<file path="config.mk">
export PLATFORM = sky130hd
export DESIGN_NAME = mult_arbiter
export DESIGN_NICKNAME = d
export VERILOG_FILES = /design/src/rtl/mult_pkg.sv /design/src/rtl/wallatree.sv /design/src/rtl/mult_arbiter.sv
export SDC_FILE = /design/constraint.sdc
export NUM_CORES = 1
export LEC_CHECK = 0
export BUFFER_PORTS_ARGS = -buffer_cell sky130_fd_sc_hd__buf_4
export CORE_UTILIZATION = 35
export DETAILED_ROUTE_END_ITERATION = 16
export GPL_ROUTABILITY_DRIVEN = 0
export GPL_TIMING_DRIVEN = 0
export SLEW_MARGIN = 40
export SYNTH_ARGS = -nofsm -noshare
export SYNTH_HDL_FRONTEND = slang
export SYNTH_SLANG_ARGS = --single-unit
</file>
<file path="constraint.sdc">
create_clock -name clk -period 3.1 [get_ports clk]
set_input_delay 0.465 -clock clk [delete_from_list [all_inputs] [get_ports clk]]
set_output_delay 0.465 -clock clk [all_outputs]
set_load 0.02 [all_outputs]
</file>
<file path="src/rtl/mult_pkg.sv">
// rtl/mult_pkg.sv - shared types and widths for the multiplier arbiter
package mult_pkg;

   localparam int OP_W   = 4;
   localparam int PROD_W = 8;

   typedef enum logic [1:0] {
      IDLE = 2'd0,
      MUL  = 2'd1,
      RESP = 2'd2
   } state_t;

   typedef logic req_id_t;

endpackage

</file>
<file path="src/rtl/wallatree.sv">
// rtl/wallatree.sv - combinational 4x4 unsigned multiplier, carry-save reduction of partial products
module wallatree
   import mult_pkg::*;
(
   input  logic [OP_W-1:0]   A,
   input  logic [OP_W-1:0]   B,
   output logic [PROD_W-1:0] prod
);

   logic [PROD_W-1:0] pp [OP_W];
   logic [PROD_W-1:0] s1, c1, s2, c2;

   always_comb begin
      for (int i = 0; i < OP_W; i++) begin
         pp[i] = B[i] ? (PROD_W'(A) << i) : '0;
      end
   end

   // Two 3:2 compressor levels; truncation to 8 bits is exact since the product never exceeds 225.
   assign s1 = pp[0] ^ pp[1] ^ pp[2];
   assign c1 = ((pp[0] & pp[1]) | (pp[0] & pp[2]) | (pp[1] & pp[2])) << 1;
   assign s2 = s1 ^ c1 ^ pp[3];
   assign c2 = ((s1 & c1) | (s1 & pp[3]) | (c1 & pp[3])) << 1;

   assign prod = s2 + c2;

endmodule

</file>
<file path="src/rtl/mult_arbiter.sv">
// rtl/mult_arbiter.sv - two requesters share one 4x4 multiplier; optional self-check under MULT_ARBITER_CHECK_EN
module mult_arbiter
   import mult_pkg::*;
#(
   parameter int FAIR = 1
) (
   input  logic              clk,
   input  logic              rst_n,
   input  logic              req0_valid,
   input  logic [OP_W-1:0]   req0_a,
   input  logic [OP_W-1:0]   req0_b,
   output logic              req0_ready,
   input  logic              req1_valid,
   input  logic [OP_W-1:0]   req1_a,
   input  logic [OP_W-1:0]   req1_b,
   output logic              req1_ready,
   output logic              rsp_valid,
   input  logic              rsp_ready,
   output logic              rsp_id,
   output logic [PROD_W-1:0] rsp_prod,
   output logic              busy,
   output logic              chk_err
);

   state_t            state;
   logic [OP_W-1:0]   op_a;
   logic [OP_W-1:0]   op_b;
   req_id_t           op_id;
   req_id_t           rr_next;
   logic              grant0;
   logic [PROD_W-1:0] mul_prod;

   // rr_next names the requester that wins a tie; fixed priority ignores it.
   assign grant0     = req0_valid && (!req1_valid || (FAIR == 0) || (rr_next == 1'b0));
   assign req0_ready = rst_n && (state == IDLE) && grant0;
   assign req1_ready = rst_n && (state == IDLE) && req1_valid && !grant0;
   assign busy       = (state != IDLE);

   wallatree u_mul (
      .A    (op_a),
      .B    (op_b),
      .prod (mul_prod)
   );

   always_ff @(posedge clk or negedge rst_n) begin
      if (!rst_n) begin
         state     <= IDLE;
         op_a      <= '0;
         op_b      <= '0;
         op_id     <= 1'b0;
         rr_next   <= 1'b0;
         rsp_valid <= 1'b0;
         rsp_id    <= 1'b0;
         rsp_prod  <= '0;
      end else begin
         case (state)
            IDLE: begin
               if (req0_valid || req1_valid) begin
                  op_a    <= grant0 ? req0_a : req1_a;
                  op_b    <= grant0 ? req0_b : req1_b;
                  op_id   <= ~grant0;
                  rr_next <= grant0;
                  state   <= MUL;
               end
            end
            MUL: begin
               rsp_prod  <= mul_prod;
               rsp_id    <= op_id;
               rsp_valid <= 1'b1;
               state     <= RESP;
            end
            RESP: begin
               if (rsp_ready) begin
                  rsp_valid <= 1'b0;
                  state     <= IDLE;
               end
            end
            default: state <= IDLE;
         endcase
      end
   end

`ifdef MULT_ARBITER_CHECK_EN
   logic [PROD_W-1:0] ref_prod;
   assign ref_prod = PROD_W'(op_a) * PROD_W'(op_b);

   always_ff @(posedge clk or negedge rst_n) begin
      if (!rst_n) begin
         chk_err <= 1'b0;
      end else if ((state == MUL) && (mul_prod != ref_prod)) begin
         chk_err <= 1'b1;
      end
   end
`else
   assign chk_err = 1'b0;
`endif

endmodule

</file>
Yosys cells after proc, flatten, opt, wreduce, memory -nomap -nowiden
Cells that the tools add are included.
{ "totals": {"inputBits": 21, "regBits": 22, "ram_bits": 0, "rom_bits": 0, "latch_bits": 0, "word_cells": 55, "mem_count": 0} }
{ "op_classes": {"reduce_logical": 15, "n_shift": 0, "muxes": 11, "n_eq_ne": 4, "div": 0, "n_lt_le_gt_ge": 0, "n_addsub": 1, "multipliers": 0, "bitwise_logic": 16} }
{ "op_table": {"columns": ["op", "count"], "rows": [
  ["AND 7 bit", 6],
  ["bitwise OR 7 bit", 4],
  ["XOR 8 bit", 3],
  ["2-to-1 mux 4 bit", 3],
  ["adder 8 bit", 1],
  ["XOR 8 x 6 -> 8 bit", 1],
  ["2-to-1 mux 7 bit", 1],
  ["2-to-1 mux 6 bit", 1],
  ["case mux 2 bit (3 select lines)", 1],
  ["AND reduction 2 bit", 3],
  ["logical AND 1 bit", 5],
  ["2-to-1 mux 5 bit", 1],
  ["2-to-1 mux 2 bit", 2],
  ["nonzero test 2 bit", 2],
  ["equality test 2 x 1 -> 1 bit, second input constant", 1],
  ["equality test 2 bit, second input constant", 1],
  ["zero test 1 bit", 2],
  ["zero test 2 bit", 1],
  ["logical OR 1 bit", 2],
  ["!= test 2 x 1 -> 1 bit, second input constant", 1],
  ["!= test 2 bit, second input constant", 1],
  ["inverter 1 bit", 2],
  ["case mux 1 bit (2 select lines)", 1],
  ["2-to-1 mux 1 bit", 1]
]} }

Longest topological paths before layout
Gate-level depths: netlist (run 1).
{ "depth": {"ltp_word": 8, "mapped_depth": 10, "ltp_nobuf": 10} }

Hierarchy
A second synthesis (run 1) with hierarchy kept.
{ "hier_totals": {"hier_cells": 115, "hier_area_um2": 1315.0} }
{ "modules_own_cells": {"columns": ["module", "n_inst", "area_each_um2", "cells_each"], "rows": [
  ["mult_arbiter", 1, 940.9, 71],
  ["wallatree", 1, 374.1, 44]
]} }

Least setup slack after synthesis (run 1)
Ideal clock, no wire load.
{ "synth_path": {"path_type": "register -> register", "from": "reg op_b[0]", "to": "reg rsp_prod[7]", "setup_ns": 0.077, "required_ns": 3.023, "stages_incl_launch_ff": 11, "n_path_buf": 0, "path_slack_ns": 0.625, "arrival_time_ns": 2.398, "path_cell_list": "dfrtp_1 nand2_1 fa_1 inv_1 fa_1 ha_1 inv_1 fa_1 nor2b_1 o21ai_0 a21oi_1"} }
{ "synth_between": {"elab_chain_cells": 8, "word_cells_on_any_way": 15, "cone_classes": "add/sub: 1; mux: 1; bitwise: 13"} }
{ "synth_lines": {"columns": ["element", "line_no", "text"], "rows": [
  ["from (decl)", "mult_arbiter.sv:27", "logic [OP_W-1:0] op_b;"],
  ["from (signal assigned)", "mult_arbiter.sv:60", "op_b <= grant0 ? req0_b : req1_b;"],
  ["2-to-1 mux 4 bit (*)", "wallatree.sv:15", "pp[i] = B[i] ? (PROD_W'(A) << i) : '0;"],
  ["AND 7 bit", "wallatree.sv:21", "assign c1 = ((pp[0] & pp[1]) | (pp[0] & pp[2]) | (pp[1] & pp[2])) << 1;"],
  ["bitwise OR 7 bit (2 in series)", "wallatree.sv:21", null],
  ["AND 7 bit", "wallatree.sv:23", "assign c2 = ((s1 & c1) | (s1 & pp[3]) | (c1 & pp[3])) << 1;"],
  ["bitwise OR 7 bit (2 in series)", "wallatree.sv:23", null],
  ["adder 8 bit (*)", "wallatree.sv:25", "assign prod = s2 + c2;"],
  ["to (signal assigned)", "mult_arbiter.sv:67", "rsp_prod <= mul_prod;"],
  ["to (decl)", "mult_arbiter.sv:20", "output logic [PROD_W-1:0] rsp_prod,"]
]} }
Mark *: on every way between the ends. The rest lies on a longest branch, timed or not.
A chain may end at the register's enable or synchronous reset.

Final worst setup path (run 1)
Ends and elaborated chain as after synthesis.

==> results of run 1 <==
## registers in the layout, summed over array words and instances, names as in the netlist
signal	count
op_b	4
rsp_id	1
rsp_valid	1
state	2
rsp_prod	8
op_a	4
op_id	1
rr_next	1
## per-stage QoR
step | setup slack (ps) | cells | utilization [%] | hold WS, ps | instance area [µm²]
final | 453.6 | 203 | 48.89 | 78.87 | 1683
after global routing | 249.2 | 203 | 48.89 | 85.44 | 1683
after global placement | 489.8 | 199 | 46.82 | 372.4 | 1612
after CTS | 419.9 | 203 | 48.89 | 78.41 | 1683
after floorplan | 624.6 | 120 | - | 169.4 | 1306
after detailed placement | 443.2 | 199 | 46.82 | 373.1 | 1612
## layer usage
| layer | GRT usage [%] | routed length [µm] | up-vias |
|---|---|---|---|
| met4 | 5.523 | 21 | 0 |
| met2 | 24.19 | 1128 | 36 |
| met1 | 16.51 | 1125 | 449 |
| met3 | 2.717 | 152 | 2 |
| met5 | 0 | 0 | - |
| li1 | - | - | 494 |
## cells in the mapped netlist, drive strengths merged, types with 2 or more instances
library cell and n:
a21oi 4, a221o 8, and2 13, and3 10, buf 4, clkbuf 2
dfrtp 22, fa 6, ha 7, inv 8, mux2 4, nand2 8
nand2b 2, nor2 2, nor2b 2, o21ai 6
## power by group
group	internal, µW	switching, µW
sequential	422	116
combinational	415	417
clock	173	95.4
## cell families (layout without fill, tap and decap cells)
family,after synthesis,after routing,synth area share (%)
AND/OR/NAND/NOR,43,43,20.02
AO/OA/AOI/OAI,22,22,12.45
flip-flops,22,22,42.15
buffers and inverters,14,51,5.077
adder cells (fa/ha/maj),13,13,15.90
multiplexers,4,4,3.448
other,1,1,0.2871
XOR/XNOR,1,1,0.6706
## cell type report
class / instances / area (µm²) / area share (%)
multi-input cells: 84 / 689.4 / 40.97
flip-flops and latches: 22 / 550.5 / 32.71
repair buffers: 33 / 247.7 / 14.72
well taps: 46 / 57.56 / 3.420
clock buffers: 3 / 41.29 / 2.454
plain buffers: 6 / 36.28 / 2.156
clock inverters: 1 / 30.03 / 1.784
inverters: 8 / 30.03 / 1.784
## path summary, 6_finish.rpt
kind	start	end	slack, ps	cells past startpoint
min in group clk	rsp_ready	state[1]	400	2
min	rst_n	state[1]	80	1
max reg2reg	op_b[0]	rsp_prod[7]	450	10
min reg2reg	rsp_prod[4]	rsp_prod[4]	480	2
max	op_b[0]	rsp_prod[7]	450	10
max in group asynchronous	rst_n	rsp_prod[7]	2790	1
==> results.md, run 1 <==
- Clk sinks: 22
- Hold Fails Final Rpt: 0
- CP endpoint kind: flip-flop
- Relative slew slack: 65.09%
- Initial Util: 37.95%
- Vias in the first global route: 1001
- HP Class: primary input to async pin
- Crit share post-route: 85.37%
- Total CTS buffers: 3
- GRT Util Overall: 13.85%
- Die area: 3980 µm²
- Final HPWL DP: 1978 µm
- Antenna viol nets, final: 0
- RSZ-0062 raised after global routing: false
- Worst VDD drop: 0.3219 mV
- Via Count: 981
- Share of cells above drive strength 1: 29.30%
- DRT Pass-1 Iters: 4
- Total design power: 1638 µW
- Gr ovfl total: 0
- Fin Clk Skew: 1.751 ps
- Postcts setup bufs: 0
- Max-slew violation count: 0
- H-tree depth: 1
- Post-synth top area cell: dfrtp_1
- Top-area cell type share of the netlist area: 42.15%
- Max Clock Freq: 0.3779 GHz
- CTS tree: yes
- N_diodes: 0
- #FFs+latches synth: 22
- DRT Wirelength: 2428 µm
- Worst Path Max Fanout: 5
- Final setup violation count: 0
- Family with the most delay on the worst path: adder cells
- Crit-path cells: nand2_1 > fa_1 > inv_1 > fa_1 > ha_1 > inv_1 > fa_1 > nor2b_1 > o21ai_0 > a21oi_1
- Sequential share of the synthesized area: 42.15%
- Synth Instances: 120
- Status: completed
- Fillcell total: 333
- Via/cell ratio: 4.833
- Port-buffer cells: 33
- Clock transition at path regs: 80 ps
- Hold Buf Count CTS: 0
- Number of library cell types mapped by synthesis: 30
- Area Growth Syn to Fin: 28.83%
- Crit path largest cell delay: 540 ps
- Layout net count: 192
- CTS resizes: 0
- Post-synth EDFFs: 0
- Per-cell routed wire length: 11.96 µm
- Crit Path Class: flip-flop to flip-flop
- Std cell rows: 21
- Skew-Pair Late Insertion Delay: 260 ps
- Io pins: 35
- Critical Path Start Type: flip-flop
- Final worst path period need: 2646 ps
- First-pass GRT wire length: 4347 µm
- Post-synth design cell area: 1306 µm²
- Syn. warnings: 0
- Most common cell after layout, fill and taps aside: buf_4
- Leak Pwr: 0.0008706 µW
- Crit path DAT: 2840 ps
- Die Y: 63.09 µm
- Root Buffer: clkbuf_8
- Total negative setup slack: 0 ps
- Initial antenna violation count: 0
- Largest net degree at the start of global routing: 25
- Clock buffer depth: 2
- Worst path slowest cell: fa_1
- Synth area leaders: dfrtp_1 (42%), fa_1 (9.2%), ha_1 (6.7%), and2_1 (6.2%), a221o_1 (6.1%)
- Most used DFF post-synth: dfrtp_1
- Mapped Nets: 154
- Post-Synthesis Mean Instance Area: 10.89 µm²
- Critical path's most frequent cell: fa_1
- CP required: 3290 ps
- Die width: 63.09 µm
- Commonest cells after routing, fill and taps aside: buf_4 (34), dfrtp_1 (22), and2_1 (13)
- Power per cell area: 973.5 nW/µm²
- Max Cap Viol: 0
- Post-synth ARST share: 100.0%
- Starting DRT DRC Count: 31
- Core Area: 3442 µm²
- Worst slew pin tran: 522.5 ps
- Buf/Inv on CP: 2
- DR DRC count: 0
Power figures use the tool's default switching activity.
==> run 2: changes to the inputs <==
--- a/config.mk
+++ b/config.mk
@@ -14,3 +14,4 @@
 export SYNTH_ARGS = -nofsm -noshare
 export SYNTH_HDL_FRONTEND = slang
+export SYNTH_HIERARCHICAL = 1
 export SYNTH_SLANG_ARGS = --single-unit
==> constraint.sdc (replaced) <==
create_clock -name clk -period 3.1 [get_ports clk]
set_input_delay 0.62 -clock clk [delete_from_list [all_inputs] [get_ports clk]]
set_output_delay 0.62 -clock clk [all_outputs]
set_load 0.02 [all_outputs]
==> results.md, run 2 <==
- Worst path slowest cell: fa_1
- Fin Clk Skew: 4.077 ps (+2.326 ps)
- Antenna viol nets, final: 0 (unchanged)
- Clock buffer depth: 2 (unchanged)
- Most common cell after layout, fill and taps aside: buf_4
- Syn. warnings: 6 (+6)
- Mapped Nets: 149 (-3.2%)
- Area Growth Syn to Fin: 28.64%
- Post-synth EDFFs: 0 (unchanged)
- Max-slew violation count: 0 (unchanged)
- Most frequent cell after synthesis: dfrtp_1
- Skew-Pair Late Insertion Delay: 260 ps (about the same)
- Crit path largest cell delay: 530 ps (about the same)
- Worst VDD drop: 0.3636 mV (+13%)
- Multi-input logic area: 690.7 µm² (+0.18%)
- Critical R2R Launch: op_a[3]
- Gr ovfl total: 0 (unchanged)
- Largest register FFs: 8 (unchanged)
- Starting DRT DRC Count: 15 (-52%)
- Crit path DAT: 2920 ps (+80 ps)
- Via Count: 962 (-1.9%)
- Power per cell area: 973.0 nW/µm² (about the same)
- R2R Path End: rsp_prod[4]
- Leading registers by flop count: rsp_prod (8), op_a (4), op_b (4)
- Std cell rows: 21 (unchanged)
- Io pins: 35 (unchanged)
- RSZ-0062 raised after global routing: false
- Vias in the first global route: 927 (-7.4%)
- Sequential share of the synthesized area: 41.86% (-0.28 points)
- Critical Path Start Type: flip-flop
- Fin util: 48.77% (-0.12 points)
- Hold Buf Count CTS: 0 (unchanged)
- Core Area: 3468 µm² (+0.76%)
- Postcts setup bufs: 0 (unchanged)
- N_diodes: 0 (unchanged)
- Share of cells above drive strength 1: 37.50% (+8.2 points)
- Final HPWL DP: 2032 µm (+2.7%)
- Register-to-Register Path Depth: 9 (-1)
- Number of library cell types mapped by synthesis: 30 (unchanged)
- Die Y: 63.30 µm (+0.32%)
- Max Clock Freq: 0.3606 GHz (-4.6%)
- Final hold slack: 236.3 ps (+157.4 ps)
- Initial antenna violation count: 0 (unchanged)
- Root Buffer: clkbuf_8
- HP Class: primary input to async pin
- Layout net count: 187 (-2.6%)
- Post-synth design cell area: 1315 µm² (+0.67%)
- H-tree depth: 1 (unchanged)
- DRT Pass-1 Iters: 2 (-2)
- #FFs+latches synth: 22 (unchanged)
- CP required: 3240 ps (-50 ps)
- Crit share post-route: 89.46% (+4.1 points)
- Crit-path cells: nand2_1 > fa_1 > inv_1 > fa_1 > ha_1 > inv_1 > fa_1 > inv_1 > mux2_1
- Top Usage Layer GRT: met2
- Leak Pwr: 0.0009070 µW (+4.2%)
- Post-synth top cells: dfrtp_1 (22), inv_1 (11), and2_1 (10), and3_1 (9)
- Total negative setup slack: 0 ps (unchanged)
- DR DRC count: 0 (unchanged)
- Die width: 63.30 µm (+0.32%)
- GR Util met1: 17.12% (+0.61 points)
- Total CTS buffers: 3 (unchanged)
- Commonest cells after routing, fill and taps aside: buf_4 (34), dfrtp_1 (22), inv_1 (11)
- Register Area: 550.5 µm² (unchanged)
- Worst Path Max Fanout: 5 (unchanged)
- DRT Wirelength: 2499 µm (+2.9%)
- Synth area leaders: dfrtp_1 (42%), fa_1 (9.1%), mux2_2 (6.9%), ha_1 (6.7%), a221o_1 (6.1%)
- Most used DFF post-synth: dfrtp_1
- Post-Synthesis Mean Instance Area: 11.43 µm² (+5.0%)
- CP endpoint kind: flip-flop
- Via/cell ratio: 4.859 (+0.54%)
- Die area: 4006 µm² (+0.65%)
- Final setup violation count: 0 (unchanged)
- Buf/Inv on CP: 3 (+1)
- CTS resizes: 0 (unchanged)
- Fillcell total: 345 (+3.6%)
- Initial Util: 37.91% (about the same)
- Max Cap Viol: 0 (unchanged)
- Clk sinks: 22 (unchanged)
- Post-synth ARST share: 100.0% (unchanged)
- Hold Fails Final Rpt: 0 (unchanged)
- Family with the most delay on the worst path: adder cells
- Status: completed
- Met3 GRT Util: 3.442% (+0.72 points)
- Synth Instances: 115 (-4.2%)
- First-pass GRT wire length: 4271 µm (-1.7%)
- CTS tree: yes
- Post-synth top area cell: dfrtp_1
- Largest net degree at the start of global routing: 25 (unchanged)
- GRT Util Overall: 13.75% (-0.096 points)
- Met2 Use GR: 23.25% (-0.94 points)
- R2R setup slack: 330 ps (-130 ps)
- Top-area cell type share of the netlist area: 41.86% (-0.28 points)
- Final worst path period need: 2773 ps (+126.9 ps)
- Clock transition at path regs: 80 ps (about the same)
- Most flop-heavy register: rsp_prod
- Per-cell routed wire length: 12.62 µm (+5.5%)
- Crit Path Class: flip-flop to flip-flop
- Port-buffer cells: 33 (unchanged)
## run 2: cell count changes in the layout (fill, tap and decap cells not counted), moves of 2 or more
cell / delta
mux2_2: +4
a21oi_1: -3
and2_1: -3
inv_1: +3
o21ai_0: -3
nand2_1: -2
xnor2_1: +2
## run 2: area by class of cell
class,count,share of cell area (%)
inverter,11,2.441
clock buffer,3,2.441
tap,46,3.402
clock inverter,1,1.775
multi-input combinational,77,40.83
timing repair buffer,33,14.65
buffer,5,1.923
sequential,22,32.54
## run 2: worst max-delay path by stage
| stage | cells after the start | from | end | slack (ps) |
|---|---|---|---|---|
| detailed placement | 9 | op_a[3] | rsp_prod[4] | 330 |
| floorplan | 9 | op_b[0] | rsp_prod[4] | 470 |
| global placement | 9 | op_b[0] | rsp_prod[5] | 370 |
| global route | 9 | op_b[0] | rsp_prod[4] | 190 |
| CTS | 9 | op_a[3] | rsp_prod[4] | 310 |
| finish | 9 | op_a[3] | rsp_prod[4] | 330 |
## run 2: metal layers
metal / share of wire (%) / vias up
met5: 0 / -
met4: 1.1 / 0
met3: 5.6 / 4
met2: 50 / 28
met1: 44 / 463
li1: - / 467
## run 2: cell families after synthesis
group / synth area share [%]
simple gates: 15.70
xor+xnor: 1.332
flops: 41.87
compound gates: 11.70
other cells: 0.2852
mux: 7.707
buf+inv: 5.614
fa+ha+maj: 15.79
## run 2: per-stage QoR
step                setup slack (ps)  total power [µW]  instances  instance area [µm²]
detailed placement             325.8              1399        194                 1620
CTS                            309.3              1677        198                 1692
global route                   193.7              1787        198                 1692
finish                         326.7              1646        198                 1692
floorplan                      468.5              1132        115                 1315
global placement               369.3              1367        194                 1620
## run 2: worst register-to-register path, delay by kind of cell, from the launching register on
kind,cells,cell delay (ps)
adders and majority gates,4,1690
DFF,1,420
muxes,1,280
buffers and inverters,3,140
and+or+nand+nor,1,110
## run 2: where the power goes
part,switching [µW],leakage (µW),internal (µW)
Combinational,414,0.000595,432
Clock,90.6,0.0000357,172
Sequential,117,0.000276,420
Total,622,0.000907,1020
==> run 3: changes to the inputs <==
ABC_AREA = 1   (was unset)
==> results.md, run 3 <==
- First-pass GRT wire length: 4609 µm (+7.9%)
- Die area: 4309 µm² (+7.5%)
- Max-slew violation count: 0 (unchanged)
- Post-synth EDFFs: 0 (unchanged)
- CTS resizes: 0 (unchanged)
- Crit share post-route: 85.90% (-3.6 points)
- Hold Buf Count CTS: 0 (unchanged)
- Std cell rows: 22 (+4.8%)
- Crit path DAT: 2830 ps (-90 ps)
- Per-cell routed wire length: 9.688 µm (-23%)
- Worst setup path startpoint: op_a[3]
- Worst Path Max Fanout: 5 (unchanged)
- Area Growth Syn to Fin: 26.21%
- Post-synth design cell area: 1418 µm² (+7.8%)
- Core Area: 3771 µm² (+8.7%)
- Sequential share of the synthesized area: 38.83% (-3.0 points)
- GRT Util Overall: 14.01% (+0.26 points)
- Vias in the first global route: 1094 (+18%)
- Most frequent cell after synthesis: nand2_1
- Leak Pwr: 0.001078 µW (+19%)
- Skew-Pair Late Insertion Delay: 270 ps (about the same)
- Post-synth ARST share: 100.0% (unchanged)
- Total design power: 1596 µW (-3.1%)
- Hold Fails Final Rpt: 0 (unchanged)
- Power per cell area: 891.9 nW/µm² (-8.3%)
- Post-Synthesis Mean Instance Area: 7.540 µm² (-34%)
- Via Count: 1201 (+25%)
- Syn. warnings: 6 (unchanged)
- Die width: 65.64 µm (+3.7%)
- Largest net degree at the start of global routing: 24 (-4.0%)
- Commonest cells after routing, fill and taps aside: nand2_1 (92), buf_4 (34), inv_1 (24)
- Clock transition at path regs: 80 ps (about the same)
- DR DRC count: 0 (unchanged)
- CP required: 3260 ps (+20 ps)
- Synth Instances: 188 (+63%)
- Clk sinks: 22 (unchanged)
- Top-area cell type share of the netlist area: 38.83% (-3.0 points)
- Gr ovfl total: 0 (unchanged)
- Crit Path Class: flip-flop to flip-flop
- Register-to-Register Path Depth: 10 (+1)
- Final setup violation count: 0 (unchanged)
- Most flop-heavy register: rsp_prod
- #FFs+latches synth: 22 (unchanged)
- Post-synth top area cell: dfrtp_1
- Post-synth top cells: nand2_1 (92), inv_1 (24), dfrtp_1 (22), nand3_1 (12), ha_1 (7)
- Initial Util: 37.59% (-0.32 points)
- Total negative setup slack: 0 ps (unchanged)
- Clock buffer depth: 2 (unchanged)
- Number of library cell types mapped by synthesis: 19 (-37%)
- Io pins: 35 (unchanged)
- Fillcell total: 416 (+21%)
- Layout net count: 259 (+39%)
- Total CTS buffers: 3 (unchanged)
- Postcts setup bufs: 0 (unchanged)
- Port-buffer cells: 32 (-3.0%)
- Max Cap Viol: 0 (unchanged)
- Critical R2R Launch: op_a[3]
- Most used DFF post-synth: dfrtp_1
- Final worst path period need: 2663 ps (-110.5 ps)
- Fin Clk Skew: 4.587 ps (+0.5094 ps)
- Status: completed
- RSZ-0062 raised after global routing: false
- Antenna viol nets, final: 0 (unchanged)
- Initial antenna violation count: 0 (unchanged)
- Most common cell after layout, fill and taps aside: nand2_1
- Leading registers by flop count: rsp_prod (8), op_a (4), op_b (4)
- DRT Wirelength: 2635 µm (+5.4%)
- Max Clock Freq: 0.3755 GHz (+4.1%)
- Final HPWL DP: 2042 µm (+0.48%)
- N_diodes: 0 (unchanged)
- Synth area leaders: dfrtp_1 (39%), nand2_1 (24%), fa_1 (8.5%), inv_1 (6.4%), ha_1 (6.2%)
- Largest register FFs: 8 (unchanged)
- HP Class: primary input to async pin
- H-tree depth: 1 (unchanged)
- Starting DRT DRC Count: 65 (+50)
- Critical Path Start Type: flip-flop
- Mapped Nets: 222 (+49%)
- Share of cells above drive strength 1: 21.88% (-16 points)
- Die Y: 65.64 µm (+3.7%)
- DRT Pass-1 Iters: 4 (+2)
- Root Buffer: clkbuf_8
- CP endpoint kind: flip-flop
- Via/cell ratio: 4.415 (-9.1%)
- Worst VDD drop: 0.2681 mV (-26%)
- CTS tree: yes
[run 3: changes by cell type after synthesis, sizes merged, moves of 2 or more]
cell    change
and3       -10
o21ai       +3
nand2      +88
and2       -11
a21o        -3
nand3      +12
nor2b       -2
nand2b      -2
inv        +16
mux2        -9
a221o       -8
[run 3: where the power goes]
part | switching (µW) | internal (µW) | leakage [µW] | total (µW)
sequential | 112 | 413 | 0.000279 | 525
combinational | 470 | 329 | 0.000764 | 799
clock | 99.4 | 173 | 0.0000357 | 272
[run 3: cells by family after synthesis]
kind of cell	count (synthesis)	synth area share, %
AOI/OAI and AO/OA	8	3.089
DFF	22	38.84
and+or+nand+nor	111	31.95
buffers and inverters	32	10.59
xor gates and xnor gates	1	0.6179
other	1	0.2645
adders and majority gates	13	14.65
[run 3: stage by stage]
stage                     cell area (µm²)  cells  worst slack, ps  utilization (%)  hold WS (ps)
after floorplan                      1418    188            592.2                -         324.4
after global placement               1718    268            463.6            45.55         456.8
after detailed placement             1718    268            436.6            45.55         460.5
after CTS                            1789    272            418.2            47.45         233.7
after global routing                 1789    272            284.0            47.45         249.6
final                                1789    272            437.2            47.45         227.7
[run 3: worst paths after layout]
kind / endpoint / slack (ps)
max in group asynchronous: op_b[2] / 2640
max: rsp_prod[5] / 440
min reg2reg: rsp_prod[3] / 470
min in group clk: rsp_prod[3] / 470
min: rsp_valid / 230
max reg2reg: rsp_prod[5] / 440
[run 3: area by class of cell]
type | count | area, µm² | share of cell area (%)
sequential | 22 | 550.5 | 30.77
clock buffer | 3 | 41.29 | 2.308
clock inverter | 1 | 30.03 | 1.678
multi-input combinational | 134 | 716.9 | 40.07
tap | 48 | 60.06 | 3.357
timing repair buffer | 32 | 240.2 | 13.43
inverter | 27 | 101.3 | 5.664
buffer | 5 | 48.80 | 2.727
[run 3: critical path: stages (launching register included)]
cell and delay [ps]:
dfrtp_1 430, nand2_1 110, fa_1 540, inv_1 50, fa_1 530, ha_1 190
inv_1 60, fa_1 390, xnor2_1 140, nand2_1 70, nand2_1 50
[run 3: per-layer routing]
metal  vias up  global-route usage, %  share of wire, %
li1        636                      -                 -
met4         0                  7.337               2.1
met3         4                  2.604               4.4
met5         -                      0                 0
met1       530                  18.14                50
met2        31                  21.94                43
